**config.mk**
```make
export PLATFORM = sky130hd
export DESIGN_NAME = vmips_vmem_seq
export DESIGN_NICKNAME = d
export VERILOG_FILES = /design/src/rtl/vmips_pkg.sv /design/src/rtl/vmips_lane_pick.sv /design/src/rtl/vmips_vmem_seq.sv
export SDC_FILE = /design/constraint.sdc
export NUM_CORES = 1
export LEC_CHECK = 0
export BUFFER_PORTS_ARGS = -buffer_cell sky130_fd_sc_hd__buf_2
export CORE_MARGIN = 2
export CORE_UTILIZATION = 53
export CTS_CLUSTER_SIZE = 16
export DETAILED_ROUTE_END_ITERATION = 8
export GPL_TIMING_DRIVEN = 0
export PLACE_DENSITY_LB_ADDON = 0.08
export SETUP_SLACK_MARGIN = 0.02
export SLEW_MARGIN = 15
export SYNTH_ARGS = -nofsm -noshare
export SYNTH_HDL_FRONTEND = slang
export SYNTH_SLANG_ARGS = --single-unit
export TNS_END_PERCENT = 20
```
**constraint.sdc**
```tcl
create_clock -name clk -period 4.5 [get_ports clk]
set_input_delay 0.45 -clock clk [delete_from_list [all_inputs] [get_ports clk]]
set_output_delay 0.45 -clock clk [all_outputs]
set_load 0.05 [all_outputs]
```
**src/rtl/vmips_pkg.sv**
```systemverilog
// vmips_pkg: shared types and defaults for the VMIPS vector memory sequencer.
//   state_e  : sequencer FSM state (IDLE, ISSUE, WAIT, DONE), 2 bits.
//   *_DEF    : default lane count, address width and data width.
//   lane_lsb : bit offset of lane i inside a packed LANES*DW vector.
package vmips_pkg;

  localparam int LANES_DEF = 4;
  localparam int AW_DEF    = 32;
  localparam int DW_DEF    = 32;

  typedef enum logic [1:0] {
    IDLE  = 2'd0,
    ISSUE = 2'd1,
    WAIT  = 2'd2,
    DONE  = 2'd3
  } state_e;

  // Lane i of a packed vector lives at [lane_lsb(i, dw) +: dw].
  function automatic int lane_lsb(input int i, input int dw);
    return i * dw;
  endfunction

endpackage

```
**src/rtl/vmips_lane_pick.sv**
```systemverilog
// vmips_lane_pick: combinational priority finder for the next active lane.
//   mask      : lane enables, bit i = lane i.
//   cur       : current lane index.
//   first     : 1 = search from lane 0 (inclusive), 0 = search strictly above cur.
//   nxt       : lowest qualifying set lane (0 when none_left).
//   none_left : no qualifying lane; never wraps back to lane 0.
module vmips_lane_pick #(
  parameter int LANES = 4,
  parameter int IW    = 2
) (
  input  logic [LANES-1:0] mask,
  input  logic [IW-1:0]    cur,
  input  logic             first,
  output logic [IW-1:0]    nxt,
  output logic             none_left
);

  // Scan high to low so the last hit is the lowest qualifying lane.
  always_comb begin
    nxt       = '0;
    none_left = 1'b1;
    for (int i = LANES - 1; i >= 0; i--) begin
      if (mask[i] && (first || (i > int'(cur)))) begin
        nxt       = IW'(i);
        none_left = 1'b0;
      end
    end
  end

endmodule

```
**src/rtl/vmips_vmem_seq.sv**
```systemverilog
// vmips_vmem_seq: serialises one vector load/store onto a single shared
// data-memory port, one element at a time, skipping masked lanes.
//
// Optional feature macro: VMEM_STRIDE_EN
//   defined   : req_stride is captured and used as the element increment.
//   undefined : req_stride is ignored, the increment is the constant 1.
//
// Ports:
//   clk, rst               : clock, asynchronous active-low reset.
//   req_valid/req_ready    : request handshake; ready only in IDLE.
//   req_write              : 1 = store, 0 = load.
//   req_base/req_stride    : element-0 address / element increment.
//   req_mask               : lane enables.
//   req_wdata              : store data, lane i at [i*DW +: DW].
//   mem_req/mem_gnt        : memory access request / accept.
//   mem_we/mem_addr/mem_wdata : access attributes, held until gnt.
//   mem_rvalid/mem_rdata   : in-order read return, honoured only in WAIT.
//   rsp_valid              : one-cycle completion pulse.
//   rsp_rdata              : gathered load data, masked lanes read 0.
//   busy                   : high from the accept cycle through rsp_valid.
module vmips_vmem_seq
  import vmips_pkg::*;
#(
  parameter int LANES = LANES_DEF,
  parameter int AW    = AW_DEF,
  parameter int DW    = DW_DEF
) (
  input  logic               clk,
  input  logic               rst,
  input  logic               req_valid,
  output logic               req_ready,
  input  logic               req_write,
  input  logic [AW-1:0]      req_base,
  input  logic [AW-1:0]      req_stride,
  input  logic [LANES-1:0]   req_mask,
  input  logic [LANES*DW-1:0] req_wdata,
  output logic               mem_req,
  input  logic               mem_gnt,
  output logic               mem_we,
  output logic [AW-1:0]      mem_addr,
  output logic [DW-1:0]      mem_wdata,
  input  logic               mem_rvalid,
  input  logic [DW-1:0]      mem_rdata,
  output logic               rsp_valid,
  output logic [LANES*DW-1:0] rsp_rdata,
  output logic               busy
);

  localparam int IW = (LANES > 1) ? $clog2(LANES) : 1;

  state_e              state, state_nxt;
  logic [IW-1:0]       idx, idx_nxt;
  logic                write_q;
  logic [AW-1:0]       base_q;
  logic [LANES-1:0]    mask_q;
  logic [LANES*DW-1:0] wdata_q;
  logic [AW-1:0]       stride_eff;
  logic [AW-1:0]       addr_cur;
  logic [AW-1:0]       addr_run;
  logic                accept;

  logic [LANES-1:0]    pick_mask;
  logic                pick_first;
  logic [IW-1:0]       pick_nxt;
  logic                pick_none;

`ifdef VMEM_STRIDE_EN
  logic [AW-1:0] stride_q;

  always_ff @(posedge clk or negedge rst) begin
    if (!rst)        stride_q <= '0;
    else if (accept) stride_q <= req_stride;
  end

  assign stride_eff = stride_q;
`else
  logic unused_stride;
  assign unused_stride = ^req_stride;
  assign stride_eff    = {{(AW-1){1'b0}}, 1'b1};
`endif

  assign req_ready = (state == IDLE);
  assign accept    = req_valid & req_ready;

  // One finder serves both searches: from lane 0 on the incoming mask while
  // idle, and strictly above idx on the captured mask afterwards.
  assign pick_mask  = (state == IDLE) ? req_mask : mask_q;
  assign pick_first = (state == IDLE);

  vmips_lane_pick #(.LANES(LANES), .IW(IW)) u_pick (
    .mask      (pick_mask),
    .cur       (idx),
    .first     (pick_first),
    .nxt       (pick_nxt),
    .none_left (pick_none)
  );

  // Lane address by accumulation: a running sum steps one stride per lane,
  // skipped lanes included, so no multiplier is needed. Wraps mod 2^AW.
  always_comb begin
    addr_run = base_q;
    addr_cur = base_q;
    for (int i = 0; i < LANES; i++) begin
      if (IW'(i) == idx) addr_cur = addr_run;
      addr_run = addr_run + stride_eff;
    end
  end

  always_comb begin
    state_nxt = state;
    idx_nxt   = idx;
    case (state)
      IDLE: begin
        if (accept) begin
          if (pick_none) begin
            state_nxt = DONE;
          end else begin
            state_nxt = ISSUE;
            idx_nxt   = pick_nxt;
          end
        end
      end
      ISSUE: begin
        if (mem_gnt) begin
          if (!write_q) begin
            state_nxt = WAIT;
          end else if (pick_none) begin
            state_nxt = DONE;
          end else begin
            idx_nxt   = pick_nxt;
          end
        end
      end
      WAIT: begin
        if (mem_rvalid) begin
          if (pick_none) begin
            state_nxt = DONE;
          end else begin
            state_nxt = ISSUE;
            idx_nxt   = pick_nxt;
          end
        end
      end
      DONE: begin
        state_nxt = IDLE;
        idx_nxt   = '0;
      end
      default: begin
        state_nxt = IDLE;
        idx_nxt   = '0;
      end
    endcase
  end

  always_ff @(posedge clk or negedge rst) begin
    if (!rst) begin
      state <= IDLE;
      idx   <= '0;
    end else begin
      state <= state_nxt;
      idx   <= idx_nxt;
    end
  end

  always_ff @(posedge clk or negedge rst) begin
    if (!rst) begin
      write_q <= 1'b0;
      base_q  <= '0;
      mask_q  <= '0;
      wdata_q <= '0;
    end else if (accept) begin
      write_q <= req_write;
      base_q  <= req_base;
      mask_q  <= req_mask;
      wdata_q <= req_wdata;
    end
  end

  always_ff @(posedge clk or negedge rst) begin
    if (!rst) begin
      rsp_rdata <= '0;
    end else if (accept) begin
      rsp_rdata <= '0;
    end else if ((state == WAIT) && mem_rvalid) begin
      rsp_rdata[lane_lsb(int'(idx), DW) +: DW] <= mem_rdata;
    end
  end

  assign mem_req   = (state == ISSUE);
  assign mem_we    = mem_req & write_q;
  assign mem_addr  = addr_cur;
  assign mem_wdata = wdata_q[lane_lsb(int'(idx), DW) +: DW];
  assign rsp_valid = (state == DONE);
  // accept term makes busy rise in the accept cycle itself.
  assign busy      = accept | (state != IDLE);

endmodule
```
---- After elaboration in Yosys (flattened, before gate mapping) ----
Cells that the tools add are included.
word-level totals
  flip-flop bits (word level) ............. 297
  latch bits .............................. 0
  memory bits (writable) .................. 0
  ROM bits ................................ 0
  bits of input ports ..................... 234
  output and inout port bits .............. 197
  word-level logic and storage cells ...... 72
  memories ................................ 0
cells by class
  $add $sub $neg .......................... 4
  multipliers ............................. 0
  divide/modulo/power cells ............... 0
  $lt $le $gt $ge ......................... 3
  equal/unequal tests ..................... 11
  shift operators ......................... 3
  multiplexer cells ....................... 28
  bitwise logic cells ..................... 3
  reduce and logical (&&, ||, !) cells .... 13
operators by type and width
  operator                                                 count
  2-to-1 mux 128 bit                                       2
  bitwise mux 128 bit                                      1
  variable shift 32 x 33 -> 128 bit, first input constant  1
  indexed part select 128 x 8 -> 32 bit                    1
  indexed part select 32 x 33 -> 128 bit                   1
  adder 32 x 1 -> 32 bit, second input constant            3
  2-to-1 mux 32 bit                                        3
  negation 7 -> 33 bit                                     1
  2-to-1 mux 2 bit                                         15
  one-hot mux 2 bit (4 select lines)                       2
  AND reduction 4 bit                                      2
  inequality test 2 x 1 -> 1 bit, second input constant    3
  logical AND 1 bit                                        5
  == test 2 bit, first input constant                      2
  == test 2 bit, second input constant                     2
  greater-than comparator 2 bit, first input constant      2
  2-to-1 mux 1 bit                                         4
  2-to-1 mux 4 bit                                         1
  nonzero test 2 bit                                       2
  logical OR 1 bit                                         3
  inequality test 3 x 2 -> 1 bit, second input constant    1
  bitwise AND 1 bit                                        2
  == test 1 x 2 -> 1 bit, first input constant             1
  == test 2 x 1 -> 1 bit, second input constant            1
  4 further kinds                                          4

---- Logic depth before layout (Yosys ltp) ----
  depth after elaboration ................. 11
  depth in mapped cells ................... 15
  mapped depth without buffers ............ 13

---- Cells and area by module ----
A second synthesis with hierarchy kept.
unflattened totals
  cell total of the unflattened synthesis .. 1364
  area, all modules ....................... 15665.0 um^2
by module, submodules not included
  module           times used  cells an instance  area an instance (um^2)  seq. area each (um^2)
  vmips_vmem_seq   1           1349               15578.7                  7432.1
  vmips_lane_pick  1           15                 86.3                     0.0

---- Least setup slack after synthesis ----
Ideal clock, no wire load.
  path type ............................... register to output
  start point ............................. register base_q[0]
  end point ............................... output port mem_addr[22]
  data arrival time ....................... 4.363 ns
  required time ........................... 4.050 ns
  setup slack ............................. -0.313 ns
  stages on the path, launching flop included .. 14
  path buffers ............................ 1
  cell sequence ........................... dfrtp_1 -> ha_1 -> and2_1 -> buf_2 -> o41ai_2 -> a21oi_2 -> nor3_1 -> nand3b_1 -> xor2_1 -> nand3b_1 -> or4_1 -> nor3_1 -> xnor2_1 -> o21ai_0
between the ends
  longest elaborated chain between the ends .. 4
  elaborated cells on any way between the ends .. 6
  classes of those cells .................. 3 x add/sub; 3 x mux
ends and longest elaborated chain
  what                                                                             RTL line                                      RTL
  from (decl)                                                                      vmips_vmem_seq.sv:54                          logic [AW-1:0] base_q;
  from (signal assigned)                                                           vmips_vmem_seq.sv:173                         base_q <= req_base;
  adder 32 x 1 -> 32 bit *                                                         vmips_vmem_seq.sv:105                         addr_run = addr_run + stride_eff;
  adder 32 x 1 -> 32 bit / 2-to-1 mux 32 bit (equally long branches) (2 in a row)  vmips_vmem_seq.sv:105, vmips_vmem_seq.sv:104
  2-to-1 mux 32 bit *                                                              vmips_vmem_seq.sv:104                         if (IW'(i) == idx) addr_cur = addr_run;
  to (decl)                                                                        vmips_vmem_seq.sv:40                          output logic [AW-1:0] mem_addr,
Mark *: on every way between the ends. The rest lies on a longest branch, timed or not.

---- Worst setup path after layout ----
  start point ............................. register base_q[0]
  end point ............................... output port mem_addr[29]
Same word-level chain as after synthesis.

==> impl_metrics.yaml <==
status:
  outcome: "complete, but fails checks"
  violations: "setup timing"
clock_network:
  cts_tree: "built"
  root_buffer: "clkbuf_16"
  htree_levels: 1
  clock_latency_ps: 590
  clk_path_buf_depth: 3
  clk_pin_slew_ps: 60
  cts_buffers: 30
  cts.sinks: 296
sta:
  final.min_clock_period_ps: 4910
  fin_hold_ws_ps: 82.1
  skew_ps: 34.3
  rsz0062_at_grt: "yes"
  setup_viol: 14
  fin_crit_sh_pct: 109
  setup_tns_ps: -4380
  timing.slew.headroom_pct: 23.8
  finalHoldViolCount: 0
  fmax_mhz: 204
  tightest_slew_ps: 1130
  finalMaxSlewViolations: 0
  setup_slack_ps: -410
floorplan:
  die_w_um: 174
  core_area_um2: 28500
  fp-row-count: 62
  dieArea_um2: 30200
  die_y_um: 174
  start_util_pct: 53.4
  io_pins: 431
logic_synthesis:
  synthDistinctLibCells: 83
  synth_area_um2: 15300
  synthCells: 1312
  synth.area.top_cells: "dfrtp_1, mux2_2, a22o_1"
  yosysWarnings: 0
  yosysSeqAreaShare_pct: 48.6
  async_flop_share_pct: 100
  synth_ff_type: "dfrtp_1"
  synth-seq-cells: 296
  avgSynthCellArea_um2: 11.6
  syn_nets: 1554
  synth_top_area_cell: "dfrtp_1"
  synth_enable_flop_cells: 0
  synth_top_cell_area_share_pct: 48.6
worst_hold_path:
  min_path_cells: 2
  hold_path_class: "in -> reg"
  whs_endpoint: "wdata_q[46]"
  holdCritStartpoint: "req_wdata[46]"
final_layout:
  utilization_pct: 70.4
  final_common_cell: "buf_2"
  layout.nets: 2042
  syn2layout_area_growth_pct: 31.8
  design_area_um2: 20100
  mostFrequentLayoutCells: "buf_2, dfrtp_1, mux2_2, a22o_1, nand2_1"
  multiInputGateArea_um2: 7980
  fill_cells: 2245
  layout-drive-gt1-share_pct: 45.6
  seq_area_um2: 7410
setup_path:
  critPathCaptureType: "output port"
  critical-path-top-delay-family: "simple AND/OR/NAND/NOR gates"
  start_kind: "flop"
  required_ps: 4050
  r2r-end: "rsp_rdata[81]"
  crit_fanout: 4
  worstPathArrival_ps: 4460
  worst-path-stages: 16
  reg2reg_slack_ps: 930
  cpMostUsedCell: "buf_6"
  crit_buf_inv: 4
  r2r_start: "idx[0]"
  crit_chain: "ha_4 > and2_4 > buf_6 > o41ai_4 > a21oi_4 > buf_12 > nor3_4 > nand4_1 > xnor2_2 > nand3b_1 > buf_4 > or4_4 > nor4_4 > a31oi_1 > o31a_1 > buf_6"
  reg2reg_depth: 9
  slowest_delay_ps: 570
  slowest_stage: "or4_4"
  critPathKind: "reg -> out"
route:
  drc_errors: 0
  route.vias.total: 13000
  wl_mm: 49.1
  initialDrtViolationCount: 931
  viasPerCell: 5.85
  ant_nets: 0
  wl_per_cell_um: 22.0
  first_pass_iters: 5
placement:
  hpwlAfterDp_mm: 35.7
  dp_slack_ps: -666
  dpl-instance-area_um2: 17800
  io_buffers: 398
  gp_congestion: 0.924
global_route:
  grt_pass1_wl_mm: 75.4
  track_usage_pct: 32.0
  grt-ovfl-total: 0
  grt_max_degree: 99
  grt_pass1_vias: 13100
  grt_antenna_before_repair: 22
power_and_ir_drop:
  power_density_nw_per_um2: 778
  cellLeakagePower_nw: 9.26
  irDropWorstVdd_mv: 0.603
run:
  cap_violations: 0
## metal layers
| metal | track usage, % | wire length, um |
|---|---|---|
| met1 | 40.0 | 19100 |
| met2 | 54.1 | 24300 |
| met3 | 7.76 | 3740 |
| met4 | 12.1 | 1870 |
| met5 | 0 | 65 |
## layout make-up
cell class	count	share of cell area [%]
flip-flops and latches	296	36.9
repair buffers	458	13.1
clock inverters	7	0.579
inverters	18	0.367
multi-input cells	901	39.7
plain buffers	95	2.22
diodes	18	0.224
clock buffers	49	4.59
well taps	384	2.39
## flip-flops by register name, indices dropped and copies added (netlist names)
name,flops
wdata_q,128
state,2
write_q,1
idx,2
rsp_rdata,128
base_q,32
mask_q,3
## power breakdown
| part | total [W] | switching (W) | internal (W) |
|---|---|---|---|
| Clock | 0.00260 | 0.00108 | 0.00152 |
| Sequential | 0.00420 | 0.000596 | 0.00361 |
| Combinational | 0.00884 | 0.00573 | 0.00311 |
## synthesized netlist by cell type (all sizes together), types with 16 or more instances
master and number:
nand4 21, nor4 16, o21ai 37, buf 24
mux4 32, dfrtp 296, xnor2 61, a22o 128
nand2 79, inv 18, mux2 160, nand3 31
clkbuf 73, nor3 32, nor2 74, a21oi 52
xor2 37
## how the worst max path moves through the flow
stage                     startpoint  slack (ps)      endpoint
after floorplan            base_q[0]        -250  mem_addr[20]
after global placement           rst       -2630   wdata_q[12]
after detailed placement   base_q[0]        -670  mem_addr[30]
after CTS                  base_q[0]        -340  mem_addr[30]
after global routing       base_q[0]        -540  mem_addr[22]
final                      base_q[0]        -410  mem_addr[29]
## metrics by stage
stage	std cells	total power, W
after floorplan	1312	0.0102
after global placement	2094	0.0121
after detailed placement	2097	0.0122
after CTS	2196	0.0154
after global routing	2221	0.0164
final	2226	0.0156
## worst reg2reg max path: cells and delay by family, from the launching register on
kind                       cells  cell delay [ps]
AOI/OAI and AO/OA              1              210
and+or+nand+nor                1              670
buffers and inverters          6             2000
DFF                            1              410
adders and majority gates      1              180
## cell families after synthesis
family                     synth area share [%]
DFF                                        48.6
adders and majority gates                 0.656
buffers and inverters                      3.08
AOI/OAI and AO/OA                          13.8
and+or+nand+nor                            11.5
muxes                                      16.8
xor gates and xnor gates                   5.63
## what timing repair did
action,in CTS,in global routing
resized for setup,128,48
hold buffers,1,0
pin swaps,41,35
endpoints found under the setup margin,32,24
endpoints found under the hold margin,16,0
buffers inserted,42,14
Power figures use the tool's default switching activity.
